### src/rtl/fb_write_sender.sv
// fb_write_sender: queues framebuffer writes and paces them for an unhandshaked CDC.
// Optional vblank gating of pops: define FB_SEND_VBLANK_GATE_EN.
module fb_write_sender #(
  parameter int FIFO_DEPTH   = 8,
  parameter int SETUP_CYCLES = 4,
  parameter int HOLD_CYCLES  = 8,
  parameter int GAP_CYCLES   = 8
) (
  input  logic                          clk_cpu_fast,
  input  logic                          rst_cpu_n,
  input  logic                          wr_valid,
  input  logic [11:0]                   wr_addr,
  input  logic [11:0]                   wr_data,
  output logic                          wr_ready,
  input  logic                          cpu_vblank,
  output logic [11:0]                   cpu_fb_addr,
  output logic [11:0]                   cpu_fb_data,
  output logic                          cpu_fb_we,
  output logic [$clog2(FIFO_DEPTH):0]   fifo_level,
  output logic                          busy,
  output logic                          wr_overflow
);

  localparam int AW  = $clog2(FIFO_DEPTH);
  localparam int LW  = AW + 1;
  localparam int MX0 = (SETUP_CYCLES > HOLD_CYCLES) ? SETUP_CYCLES : HOLD_CYCLES;
  localparam int MX  = (MX0 > GAP_CYCLES) ? MX0 : GAP_CYCLES;
  localparam int CW  = $clog2(MX) + 1;

  localparam logic [1:0] IDLE   = 2'd0;
  localparam logic [1:0] SETUP  = 2'd1;
  localparam logic [1:0] STROBE = 2'd2;
  localparam logic [1:0] GAP    = 2'd3;

  logic [1:0]    state_q, state_d;
  logic [CW-1:0] cnt_q, cnt_d;
  logic [11:0]   addr_q, addr_d;
  logic [11:0]   data_q, data_d;
  logic          we_q, we_d;
  logic [LW-1:0] level_q, level_d;
  logic [AW-1:0] rd_q, rd_d;
  logic [AW-1:0] wr_q, wr_d;
  logic          ovf_q, ovf_d;
  logic [23:0]   mem_q [FIFO_DEPTH];

  logic gate_open;
  logic push;
  logic pop;

`ifdef FB_SEND_VBLANK_GATE_EN
  assign gate_open = cpu_vblank;
`else
  logic unused_vblank;
  assign unused_vblank = cpu_vblank;
  assign gate_open     = 1'b1;
`endif

  assign wr_ready = (level_q != LW'(FIFO_DEPTH));
  assign push     = wr_valid && wr_ready;
  assign pop      = (state_q == IDLE) && (level_q != '0) && gate_open;

  always_comb begin
    state_d = state_q;
    cnt_d   = cnt_q;
    addr_d  = addr_q;
    data_d  = data_q;
    we_d    = we_q;
    level_d = level_q;
    rd_d    = rd_q;
    wr_d    = wr_q;
    ovf_d   = ovf_q | (wr_valid & ~wr_ready);

    if (push) wr_d = wr_q + AW'(1);
    if (pop) begin
      rd_d   = rd_q + AW'(1);
      addr_d = mem_q[rd_q][23:12];
      data_d = mem_q[rd_q][11:0];
    end

    unique case ({push, pop})
      2'b10:   level_d = level_q + LW'(1);
      2'b01:   level_d = level_q - LW'(1);
      default: level_d = level_q;
    endcase

    // Each state runs its down-counter to zero, then hands over.
    unique case (state_q)
      IDLE: begin
        if (pop) begin
          state_d = SETUP;
          cnt_d   = CW'(SETUP_CYCLES - 1);
        end
      end
      SETUP: begin
        if (cnt_q == '0) begin
          state_d = STROBE;
          cnt_d   = CW'(HOLD_CYCLES - 1);
          we_d    = 1'b1;
        end else begin
          cnt_d = cnt_q - CW'(1);
        end
      end
      STROBE: begin
        if (cnt_q == '0) begin
          state_d = GAP;
          cnt_d   = CW'(GAP_CYCLES - 1);
          we_d    = 1'b0;
        end else begin
          cnt_d = cnt_q - CW'(1);
        end
      end
      GAP: begin
        if (cnt_q == '0) begin
          state_d = IDLE;
        end else begin
          cnt_d = cnt_q - CW'(1);
        end
      end
      default: state_d = IDLE;
    endcase
  end

  always_ff @(posedge clk_cpu_fast) begin
    if (!rst_cpu_n) begin
      state_q <= IDLE;
      cnt_q   <= '0;
      addr_q  <= '0;
      data_q  <= '0;
      we_q    <= 1'b0;
      level_q <= '0;
      rd_q    <= '0;
      wr_q    <= '0;
      ovf_q   <= 1'b0;
    end else begin
      state_q <= state_d;
      cnt_q   <= cnt_d;
      addr_q  <= addr_d;
      data_q  <= data_d;
      we_q    <= we_d;
      level_q <= level_d;
      rd_q    <= rd_d;
      wr_q    <= wr_d;
      ovf_q   <= ovf_d;
    end
  end

  always_ff @(posedge clk_cpu_fast) begin
    if (push) mem_q[wr_q] <= {wr_addr, wr_data};
  end

  assign cpu_fb_addr = addr_q;
  assign cpu_fb_data = data_q;
  assign cpu_fb_we   = we_q;
  assign fifo_level  = level_q;
  assign wr_overflow = ovf_q;
  assign busy        = (state_q != IDLE) || (level_q != '0);

endmodule
### config.mk
export PLATFORM = sky130hd
export DESIGN_NAME = fb_write_sender
export DESIGN_NICKNAME = d
export VERILOG_FILES = /design/src/rtl/fb_write_sender.sv
export SDC_FILE = /design/constraint.sdc
export NUM_CORES = 1
export LEC_CHECK = 0
export BUFFER_PORTS_ARGS = -buffer_cell sky130_fd_sc_hd__buf_2
export CAP_MARGIN = 20
export CORE_ASPECT_RATIO = 0.8
export CORE_MARGIN = 2
export CORE_UTILIZATION = 30
export CTS_CLUSTER_DIAMETER = 100
export DETAILED_ROUTE_END_ITERATION = 10
export GPL_TIMING_DRIVEN = 0
export SLEW_MARGIN = 25
export SYNTH_ARGS = -nofsm -noshare
export SYNTH_HDL_FRONTEND = slang
export SYNTH_SLANG_ARGS = --single-unit
### constraint.sdc
create_clock -name clk_cpu_fast -period 7.47 [get_ports clk_cpu_fast]
set_input_delay 1.1205 -clock clk_cpu_fast [delete_from_list [all_inputs] [get_ports clk_cpu_fast]]
set_output_delay 1.1205 -clock clk_cpu_fast [all_outputs]
set_load 0.005 [all_outputs]
# Word level (Yosys, flattened, before mapping)
# Memory sizes are Yosys's and may differ from the RTL's. A register that Yosys moved wholly into a read port is not among the register bits.
# Cells that the tools add are included.
# Widths: inputs -> output; s select.
word_totals:
  ram_bits: 192
  regBits: 18
  memories: 1
  inputBits: 28
mem_list:
  columns: ["name", "words", "width", "rd", "rd_clocked_by_memory_dff", "wr", "line", "rtl"]
  rows:
  - ["mem_q", 8, 24, 1, 1, 1, "44", "logic [23:0] mem_q [FIFO_DEPTH];"]
op_classes:
  addsub: 5
  n_eq_ne: 11
  bitwise_logic: 3
  muxes: 15
  n_reduce_logical: 14
ops:
  columns: ["operator", "n"]
  rows:
  - ["$mux 4", 3]
  - ["$pmux 4 s3", 1]
  - ["$ne 2x2->1 const B", 5]
  - ["$mux 2", 4]
  - ["$pmux 2 s4", 1]
  - ["$pmux 4 s2", 1]
  - ["$sub 4x1->4 const B", 2]
  - ["$add 3x1->3 const B", 2]
  - ["$eq 2x2->1 const B", 3]
  - ["$reduce_bool 2->1", 3]
  - ["$add 4x1->4 const B", 1]
  - ["$eq 2x1->1 const B", 2]
  - ["$logic_not 4->1", 1]
  - ["$mux 1", 4]
  - ["$ne 4x4->1 const B", 1]
  - ["$reduce_and 4->1", 1]
  - ["$reduce_bool 4->1", 1]
  - ["$reduce_and 3->1", 1]
  - ["$logic_and 1x1->1", 2]
  - ["$logic_not 2->1", 1]
  - ["$pmux 1 s2", 1]
  - ["$reduce_and 2->1", 1]
  - ["$reduce_or 2->1", 1]
  - ["$and 1x1->1", 1]
  - ["4 further kinds", 4]

# Depth between registers and ports, before layout
# Gate-level depths: netlist of the first run.
logic_depth:
  word_depth: 4
  mapped_depth: 12
  mapped_depth_nobuf: 10

# Least setup slack after synthesis of the first run
# No wires, ideal clock.
synth_timing:
  path_kind: "input -> register"
  startpoint: "input port wr_valid"
  endpoint: "memory mem_q[0][0] (enable)"
  arrival_time_ps: 3153
  cell_stages: 3
  n_path_buf: 0
  path_slack_ps: 3882
  required_ps: 7035
  path_cell_list: "nand2_4 -> or2_2 -> nor3_1"
synth_via:
  elab_chain_len: 3
synth_rtl:
  columns: ["item", "line", "rtl"]
  rows:
  - ["from (decl)", "11", "input logic wr_valid,"]
  - ["$logic_and 1x1->1", "59", "assign push = wr_valid && wr_ready;"]
  - ["$mux 1", "148", "if (push) mem_q[wr_q] <= {wr_addr, wr_data};"]
  - ["$mux 1 (implied by the code)", "148", null]
  - ["to (decl)", "44", null]
# No other way between the ends.

# Final worst setup path of the first run
layout_timing:
  startpoint: "register level_q[1], in the netlist fifo_level[1]"
  endpoint: "output port busy"
layout_via:
  elab_chain_len: 2
layout_rtl:
  columns: ["item", "line", "rtl"]
  rows:
  - ["from (decl)", "40", "logic [LW-1:0] level_q, level_d;"]
  - ["from (signal assigned)", "140", "level_q <= level_d;"]
  - ["$reduce_bool 4->1", "156", "assign busy = (state_q != IDLE) || (level_q != '0);"]
  - ["$logic_or 1x1->1", "156", null]
  - ["to (decl)", "20", "output logic busy,"]
# No other way between the ends.

==> results by group, run 1 <==
Run status
  • Status: finished, final reports clean

Finish
  • Nets: 623
  • Inserted Diodes: 0
  • Fraction of layout cells with a size suffix above 1: 30.4%
  • Area occupied by multi-input gates: 2170 sq um
  • Fill cells: 2663
  • Final std cells w/o fill: 979
  • Synth-to-Final Area Change: 20.2%
  • Final Util: 36.6%
  • Finished Cell Area: 10800 sq um
  • Sequential cell area: 6610 sq um

Place
  • RePlAce Congestion: 0.734
  • Placed cell area: 9970 sq um
  • Buffers added on ports: 57
  • Post-DP HPWL: 12.7 mm
  • Placed cells: 935

Timing
  • Tmin final: 3.06 ns
  • Slew @ Worst Pin: 0.810 ns
  • # setup viols final: 0
  • Fmax: 0.326 GHz
  • Slew headroom: 46.0%
  • RSZ-0062 raised after global routing: no
  • Clock skew: 0.00841 ns
  • Final period util: 41.0%
  • Final Hold Viols: 0
  • Final setup TNS: 0 ns
  • Slew Viols, Final: 0

Routing
  • Post-DR wirelength/cell: 19.9 um
  • Final ANT Viol Nets: 0
  • DR vias/cell: 4.80
  • Detail Route met2 WL: 9.47 mm
  • Met1 Routed Length: 8.80 mm
  • DRT Wirelength: 19.5 mm
  • TritonRoute pass-1 iters: 6
  • Met3 WL: 899 um
  • DRT iter0 DRCs: 404
  • Via Count: 4704
  • Top layer in use: met4
  • DRC viols: 0

Worst setup path
  • CP delay by family, top: simple AND/OR/NAND/NOR gates
  • WP buf/inv: 3
  • CP Cell Sequence: buf_6 -> nor4_1 -> and2_1 -> inv_1 -> buf_2
  • Worst path arrival time: 1.94 ns
  • Crit path launch type: flip-flop
  • Crit. End Element: output pin
  • Worst-path maximum fanout: 9
  • Max stage delay cell, worst path: nor4_1
  • Required @ worst endpoint: 6.35 ns
  • Crit path largest cell delay: 0.52 ns
  • Crit Path Class: flip-flop to output pin

Global routing
  • Grt total ovfl: 0
  • First-pass GRT wire length: 29.5 mm
  • Tot GR Track Use: 12.6%
  • Initial antenna violation count: 0
  • Largest net degree at the start of global routing: 18
  • Vias in the first global route: 4945

Power and ir drop
  • Pwr Density: 351 nW/um^2
  • Pleak: 3.63 nW
  • Overall Power: 3.78 mW
  • VDD IR max: 0.199 mV

Synth
  • #FFs+latches synth: 234
  • Syn Inst Count: 489
  • Yosys top cell area share: 64.4%
  • Cell area after synthesis: 8950 sq um
  • YS warnings: 0
  • Ranking of synthesized cells by area: edfxtp_1, mux4_2, dfxtp_1
  • Most frequent cell after synthesis: edfxtp_1
  • Commonest cells in the synthesized netlist: edfxtp_1, nor2_1, mux4_2
  • Avg Inst Size Synth: 18.3 sq um
  • Sequential share of the synthesized area: 73.8%
  • Post-Syn Nets: 528
  • Post-synth ARST share: 0%
  • Most used DFF post-synth: edfxtp_1
  • Largest area contributor in the netlist: edfxtp_1
  • Post-synth EDFFs: 192
  • Unique masters post-synth: 42

CTS
  • Hold Buf Count CTS: 0
  • TritonCTS Sinks: 234
  • Latest clock arrival within the worst-skew pair: 0.51 ns
  • Max H-tree Level: 1
  • Total CTS buffers: 24
  • Clk root buf: clkbuf_16
  • Post-CTS resize count: 0
  • CTS tree: yes
  • Post-CTS Setup Repair Bufs: 0
  • Clock slew at reported path FFs: 0.06 ns
  • Max Root-Sink Buffers: 3

Die
  • I/O pins: 60
  • Initial core utilization: 30.5%
  • # rows: 56
  • Die Width: 197 um
  • CORE AREA: 29400 sq um
  • Die Height: 158 um
  • Full die area: 31200 sq um

Worst hold path
  • Min-delay worst type: flip-flop to flip-flop

Job
  • Total of max-cap violations: 0
-- flip-flops by register name (all words and copies together) (netlist names) --
register	cells
rd_q	3
cnt_q	4
cpu_fb_data	12
state_q	2
cpu_fb_addr	12
cpu_fb_we	1
fifo_level	4
wr_overflow	1
mem_q	192
wr_q	3
-- path summary, 6_finish.rpt --
check	from	to	slack, ns	cells past startpoint
worst max-delay path	fifo_level[1]	busy	4.41	5
worst min-delay path	wr_overflow	wr_overflow	0.48	2
worst max register to register	state_q[0]	fifo_level[3]	4.55	11
worst min register to register	wr_overflow	wr_overflow	0.48	2
-- logic make-up after synthesis --
family / share of synthesized area [%]
muxes: 12.5
DFF: 73.8
adders and majority gates: 1.54
xor gates and xnor gates: 0.587
buffers and inverters: 2.59
and+or+nand+nor: 4.19
AOI/OAI and AO/OA: 4.74
-- power breakdown --
part	switching [mW]	internal (mW)	leakage (nW)
Sequential	0.0636	1.54	2.09
Combinational	0.552	0.437	1.16
Clock	0.474	0.711	0.389
-- stage by stage --
step	setup WS [ns]	hold slack, ns
4_1_cts	4.40	0.483
2_1_floorplan	3.88	0.462
5_1_grt	4.24	0.534
3_5_place_dp	4.55	0.469
6_report	4.41	0.476
3_3_place_gp	2.08	0.454
-- layout make-up --
class / count / area share, %
multi-input combinational: 221 / 20.1
buffer: 26 / 1.87
clock buffer: 35 / 6.44
inverter: 8 / 0.279
timing repair buffer: 69 / 4.61
sequential: 234 / 61.4
clock inverter: 9 / 0.861
tap: 377 / 4.39
-- routing by layer --
| layer | vias to the layer above | track usage (%) |
|---|---|---|
| li1 | 2142 | - |
| met1 | 2427 | 16.8 |
| met2 | 105 | 21.6 |
| met3 | 30 | 2.41 |
| met4 | 0 | 2.72 |
| met5 | - | 0 |
-- cells in the final DEF (no fill, tap or decap), types with 2 or more instances in the layout --
master / n
buf_12: 2
nand2_1: 6
dfxtp_1: 42
ha_1: 11
buf_2: 63
clkinv_1: 2
buf_6: 7
clkbuf_16: 25
clkbuf_8: 3
mux2i_1: 4
o22ai_1: 24
o21ai_1: 5
inv_1: 8
nand3_1: 3
mux4_2: 48
a21oi_1: 8
nand2b_1: 4
buf_16: 6
nor3_1: 2
nor3_2: 2
clkinv_2: 5
a211oi_1: 4
xor2_1: 5
edfxtp_1: 192
bufinv_16: 2
clkbuf_1: 15
buf_4: 9
nor2_4: 6
nor2_1: 43
o21ai_0: 26
-- worst reg2reg max path: stages, from the launching register on --
cell and delay, ns:
dfxtp_1 0.34, inv_1 0.12, ha_1 0.24, o41a_1 0.30, buf_6 0.20, buf_2 0.27
ha_1 0.28, clkbuf_1 0.19, nor4b_1 0.38, o21ai_0 0.19, o31ai_1 0.13, mux2i_1 0.22
(Power assumes the default switching activity.)
==> run 2, diff against run 1 <==
- clock period: 7.47 -> 2.6 ns (I/O delays scaled with it)
==> results by group, run 2 (synthesis results as in run 1) <==
Finish
  • Area occupied by multi-input gates: 2200 sq um
  • Inserted Diodes: 0
  • Fill cells: 2672
  • Most frequent cells in the layout: edfxtp_1, buf_2, mux4_2
  • Most flop-heavy register: mem_q
  • Max reg flops: 192
  • Final std cells w/o fill: 977
  • Synth-to-Final Area Change: 21.1%
  • Sequential cell area: 6610 sq um
  • Commonest non-fill, non-tap cell in the layout: edfxtp_1
  • Nets: 621
  • Fraction of layout cells with a size suffix above 1: 31.0%

Timing
  • Post-route setup slack: 0.138 ns
  • Tmin final: 2.46 ns
  • Slew Viols, Final: 0
  • Slew headroom: 46.6%
  • Final setup TNS: 0 ns
  • Clock skew: 0.0109 ns
  • Final period util: 94.7%
  • Fmax: 0.406 GHz
  • # setup viols final: 0
  • Slew @ Worst Pin: 0.801 ns
  • RSZ-0062 raised after global routing: no
  • Final Hold Viols: 0

Die
  • # rows: 56
  • Initial core utilization: 30.5%
  • CORE AREA: 29400 sq um
  • Die Width: 197 um
  • Die Height: 158 um
  • Full die area: 31200 sq um
  • I/O pins: 60

Routing
  • DRT Wirelength: 19.5 mm
  • DRC viols: 0
  • DR vias/cell: 4.89
  • Post-DR wirelength/cell: 19.9 um
  • DRT iter0 DRCs: 334
  • Final ANT Viol Nets: 0
  • Via Count: 4775
  • TritonRoute pass-1 iters: 4

Power and ir drop
  • Pleak: 3.63 nW
  • Sequential Power Share: 41.9%
  • Pwr Density: 1020 nW/um^2
  • Sw Ratio: 28.7%
  • Overall Power: 11.0 mW
  • Clock Power Share: 31.4%
  • Switch Pwr: 3.16 mW
  • VDD IR max: 0.603 mV
  • Comb pwr share: 26.6%
  • Pint: 7.84 mW

CTS
  • Hold Buf Count CTS: 0
  • CTS tree: yes
  • Max H-tree Level: 1
  • TritonCTS Sinks: 234
  • Max Root-Sink Buffers: 3
  • Total CTS buffers: 25
  • Clock slew at reported path FFs: 0.06 ns
  • Clk root buf: clkbuf_16
  • Latest clock arrival within the worst-skew pair: 0.50 ns

Worst setup path
  • Reg-to-Reg Start: fifo_level[1]
  • Setup crit end: fifo_level[3]
  • Worst path arrival time: 2.88 ns
  • Reg2reg path depth: 9
  • Worst reg2reg setup slack: 0.14 ns
  • Worst-path maximum fanout: 9
  • Crit. End Element: flip-flop
  • CP most frequent cell: buf_6
  • Crit path largest cell delay: 0.51 ns
  • Max stage delay cell, worst path: or4b_4
  • CP Launch Point: fifo_level[1]
  • Crit path launch type: flip-flop
  • Crit Path Class: flip-flop to flip-flop
  • CP Cell Sequence: buf_6 -> or4b_4 -> buf_6 -> nand2_4 -> ha_1 -> nor4bb_1 -> o21ai_0 -> o31ai_1 -> mux2i_1
  • Required @ worst endpoint: 3.02 ns
  • Reg-to-reg critical path endpoint: fifo_level[3]

Global routing
  • First-pass GRT wire length: 29.8 mm
  • Largest net degree at the start of global routing: 21
  • Initial antenna violation count: 3
  • Grt total ovfl: 0
  • Vias in the first global route: 5011
  • Tot GR Track Use: 12.8%

Place
  • Buffers added on ports: 57
  • RePlAce Congestion: 0.717
  • Post-DP HPWL: 12.9 mm
  • Placed cells: 933
  • Place WS: -0.279 ns

Worst hold path
  • Min-delay worst type: input pin to flip-flop

Run status
  • Status: finished, final reports clean

Job
  • Total of max-cap violations: 0
## run 2: cell count changes in the layout (fill, tap and decap cells not counted), sizes merged
cell      previous run  this run
buf                 87        85
inv                  8         9
clkinvlp             0         1
bufinv               2         3
clkinv               7         8
clkbuf              43        39
## run 2: power groups by stage
stage	logic (mW)	clock network [mW]	registers, mW
6_report	2.93	3.46	4.61
5_1_grt	3.22	3.68	4.65
4_1_cts	2.92	3.54	4.61
3_5_place_dp	2.89	0	4.69
3_3_place_gp	2.72	0	4.68
2_1_floorplan	1.92	0	4.66
## run 2: worst min-delay path by stage
stage / from / to / slack, ns / depth (start not counted)
6_report: wr_addr[2] / mem_q[4][14] / 0.15 / 1
3_3_place_gp: wr_overflow / wr_overflow / 0.46 / 2
5_1_grt: wr_addr[2] / mem_q[1][14] / 0.15 / 1
4_1_cts: wr_data[0] / mem_q[0][0] / 0.13 / 1
2_1_floorplan: wr_q[0] / wr_q[0] / 0.46 / 2
3_5_place_dp: wr_overflow / wr_overflow / 0.47 / 2
## run 2: area by class of cell
class / instances / area share [%]
clock buffers: 32 / 6.11
multi-input cells: 221 / 20.3
plain buffers: 24 / 1.86
repair buffers: 68 / 4.78
clock inverters: 13 / 1.30
well taps: 377 / 4.35
inverters: 8 / 0.277
flip-flops and latches: 234 / 61.0
## run 2: worst max-delay path: cells and delay by family, from the launching register on
family | cells | cell delay, ns
adder cells (fa/ha/maj) | 1 | 0.32
AO/OA/AOI/OAI | 2 | 0.27
AND/OR/NAND/NOR | 3 | 0.93
buffers and inverters | 2 | 0.28
multiplexers | 1 | 0.26
flip-flops | 1 | 0.32
## run 2: per-layer routing
metal  wire (um)  up-vias  GRT usage (%)  share of wire [%]
met5          31        -              0               0.16
met4         371        6           2.83                1.9
met3         935       37           2.75                4.8
met2        9430      102           22.4                 48
met1        8710     2484           16.4                 45
li1            -     2146              -                  -
## run 2: what timing repair did
action / 4_1_cts / 5_1_grt
pin swaps: 0 / 1
endpoints found under the hold margin: 0 / 0
setup buffers: 1 / 0
gates resized for setup: 1 / 7
endpoints found under the setup margin: 2 / 2
## run 2: stage by stage
step / cell area, sq um / utilization [%] / hold WS (ns)
5_1_grt: 10800 / 36.9 / 0.148
6_report: 10800 / 36.9 / 0.155
3_5_place_dp: 10000 / 34.1 / 0.470
3_3_place_gp: 9720 / 33.1 / 0.458
2_1_floorplan: 8960 / - / 0.462
4_1_cts: 10800 / 36.8 / 0.132
==> run 3, diff against run 2 <==
- ABC_AREA: unset -> 1
==> results by group, run 3 <==
Run status
  • Status: finished, final reports clean

Synth
  • Largest area contributor in the netlist: edfxtp_1
  • Sequential share of the synthesized area: 71.0%
  • #FFs+latches synth: 234
  • Syn Inst Count: 776
  • Most frequent cell after synthesis: edfxtp_1
  • Post-Syn Nets: 815
  • YS warnings: 0
  • Avg Inst Size Synth: 12.0 sq um
  • Yosys top cell area share: 62.0%
  • Unique masters post-synth: 30
  • Ranking of synthesized cells by area: edfxtp_1, dfxtp_1, o21ai_0
  • Post-synth ARST share: 0%
  • Most used DFF post-synth: edfxtp_1
  • Commonest cells in the synthesized netlist: edfxtp_1, nor2_1, o21ai_0
  • Cell area after synthesis: 9310 sq um
  • Post-synth EDFFs: 192

Place
  • Placed cells: 1254
  • Post-DP HPWL: 15.8 mm
  • Buffers added on ports: 57
  • RePlAce Congestion: 0.768

Routing
  • DR vias/cell: 4.78
  • DRC viols: 0
  • Post-DR wirelength/cell: 18.3 um
  • Via Count: 6204
  • Final ANT Viol Nets: 0
  • TritonRoute pass-1 iters: 5
  • DRT iter0 DRCs: 623
  • DRT Wirelength: 23.8 mm

Worst setup path
  • Worst path arrival time: 2.68 ns
  • Worst-path maximum fanout: 15
  • Crit Path Class: flip-flop to flip-flop
  • Required @ worst endpoint: 3.01 ns
  • Crit. End Element: flip-flop
  • Crit path launch type: flip-flop

Timing
  • Final period util: 87.4%
  • Final Hold Viols: 0
  • Fmax: 0.440 GHz
  • RSZ-0062 raised after global routing: no
  • Slew @ Worst Pin: 0.837 ns
  • # setup viols final: 0
  • Tmin final: 2.27 ns
  • Final setup TNS: 0 ns
  • Min Hold Slack: 0.138 ns
  • Slew headroom: 44.2%
  • Slew Viols, Final: 0
  • Clock skew: 0.0125 ns

Power and ir drop
  • Switch Pwr: 3.70 mW
  • VDD IR max: 0.554 mV
  • Pwr Density: 1020 nW/um^2
  • Pleak: 3.99 nW
  • Clock Power Share: 32.8%
  • Sequential Power Share: 39.7%
  • Pint: 7.79 mW
  • Sw Ratio: 32.2%
  • Comb pwr share: 27.5%

Global routing
  • Vias in the first global route: 5992
  • Grt total ovfl: 0
  • Largest net degree at the start of global routing: 19
  • Initial antenna violation count: 0
  • First-pass GRT wire length: 36.3 mm
  • Tot GR Track Use: 14.6%

Die
  • # rows: 57
  • Full die area: 32500 sq um
  • I/O pins: 60
  • CORE AREA: 30500 sq um
  • Die Height: 162 um
  • Initial core utilization: 30.6%
  • Die Width: 201 um

Finish
  • Most flop-heavy register: mem_q
  • Synth-to-Final Area Change: 20.8%
  • Most frequent cells in the layout: edfxtp_1, nor2_1, o21ai_0
  • Max reg flops: 192
  • Fraction of layout cells with a size suffix above 1: 16.6%
  • Commonest non-fill, non-tap cell in the layout: edfxtp_1
  • Fill cells: 2962
  • Nets: 905
  • Inserted Diodes: 0
  • Final std cells w/o fill: 1297

CTS
  • Hold Buf Count CTS: 0
  • Post-CTS Setup Repair Bufs: 0
  • Post-CTS resize count: 0
  • Max Root-Sink Buffers: 3
  • CTS tree: yes
  • Latest clock arrival within the worst-skew pair: 0.52 ns
  • TritonCTS Sinks: 234
  • Max H-tree Level: 1
  • Clock slew at reported path FFs: 0.06 ns
  • Total CTS buffers: 24
  • Clk root buf: clkbuf_16

Job
  • Total of max-cap violations: 0

Worst hold path
  • Min-delay worst type: input pin to flip-flop
[run 3: cell types whose count changed after synthesis, sizes merged, moves of 37 or more]
cell / delta
nand2: +39
a21oi: +42
o21ai: +100
inv: +37
nor2: +91
mux4: -48
o211ai: +49
[run 3: layer usage]
layer / vias up / global-route usage, % / routed length, um
met5: - / 0 / 0
met4: 0 / 3.10 / 375
met3: 31 / 1.98 / 1130
met2: 159 / 23.9 / 11000
met1: 3055 / 20.8 / 11300
li1: 2959 / - / -
[run 3: metrics by stage]
step                      util (%)  worst slack, ns  instance area, sq um  power [mW]
after CTS                     36.9            0.202                 11200        11.6
final                         36.9            0.326                 11200        11.5
after detailed placement      34.1            0.229                 10400        7.82
after floorplan                  -            0.203                  9310        6.63
after global placement        33.2           -0.971                 10100        7.73
after global routing          36.9           0.0469                 11200        12.1
[run 3: final cells by class]
cell class | count | area, sq um | share of cell area [%]
buffer | 45 | 253 | 2.25
clock inverter | 16 | 234 | 2.08
clock buffer | 28 | 637 | 5.67
sequential | 234 | 6610 | 58.8
multi-input combinational | 451 | 2330 | 20.7
timing repair buffer | 65 | 490 | 4.36
tap | 413 | 517 | 4.60
inverter | 45 | 171 | 1.53
[run 3: power by group through the flow]
stage | registers [mW] | logic, mW | clock network [mW]
after global placement | 4.65 | 3.08 | 0
final | 4.56 | 3.16 | 3.77
after global routing | 4.60 | 3.58 | 3.96
after CTS | 4.57 | 3.20 | 3.83
after floorplan | 4.64 | 1.99 | 0
after detailed placement | 4.65 | 3.18 | 0
[run 3: worst max-delay path: stages (launching register included)]
cell and delay [ns]:
dfxtp_1 0.37, inv_1 0.09, ha_1 0.23, nand2_2 0.16, inv_2 0.18, ha_1 0.27, nand2_1 0.10, inv_1 0.04
nor2_1 0.16, ha_1 0.18, a21oi_1 0.05, xnor2_1 0.13, o21ai_0 0.13, inv_1 0.05
[run 3: kinds of logic (layout without fill, tap and decap cells)]
kind of cell               after synthesis  in the layout  share of synthesized area [%]
AOI/OAI and AO/OA                      232            232                           14.0
xor gates and xnor gates                 3              3                          0.282
adders and majority gates               11             11                           1.48
buffers and inverters                   91            199                           4.61
DFF                                    234            234                           71.0
and+or+nand+nor                        205            205                           8.63
[run 3: path summary, 6_finish.rpt]
check / from / endpoint / slack [ns] / cells after the start
max: state_q[0] / fifo_level[2] / 0.33 / 13
min: wr_data[11] / mem_q[7][11] / 0.14 / 1
max reg2reg: state_q[0] / fifo_level[2] / 0.33 / 13
min reg2reg: wr_overflow / wr_overflow / 0.47 / 2
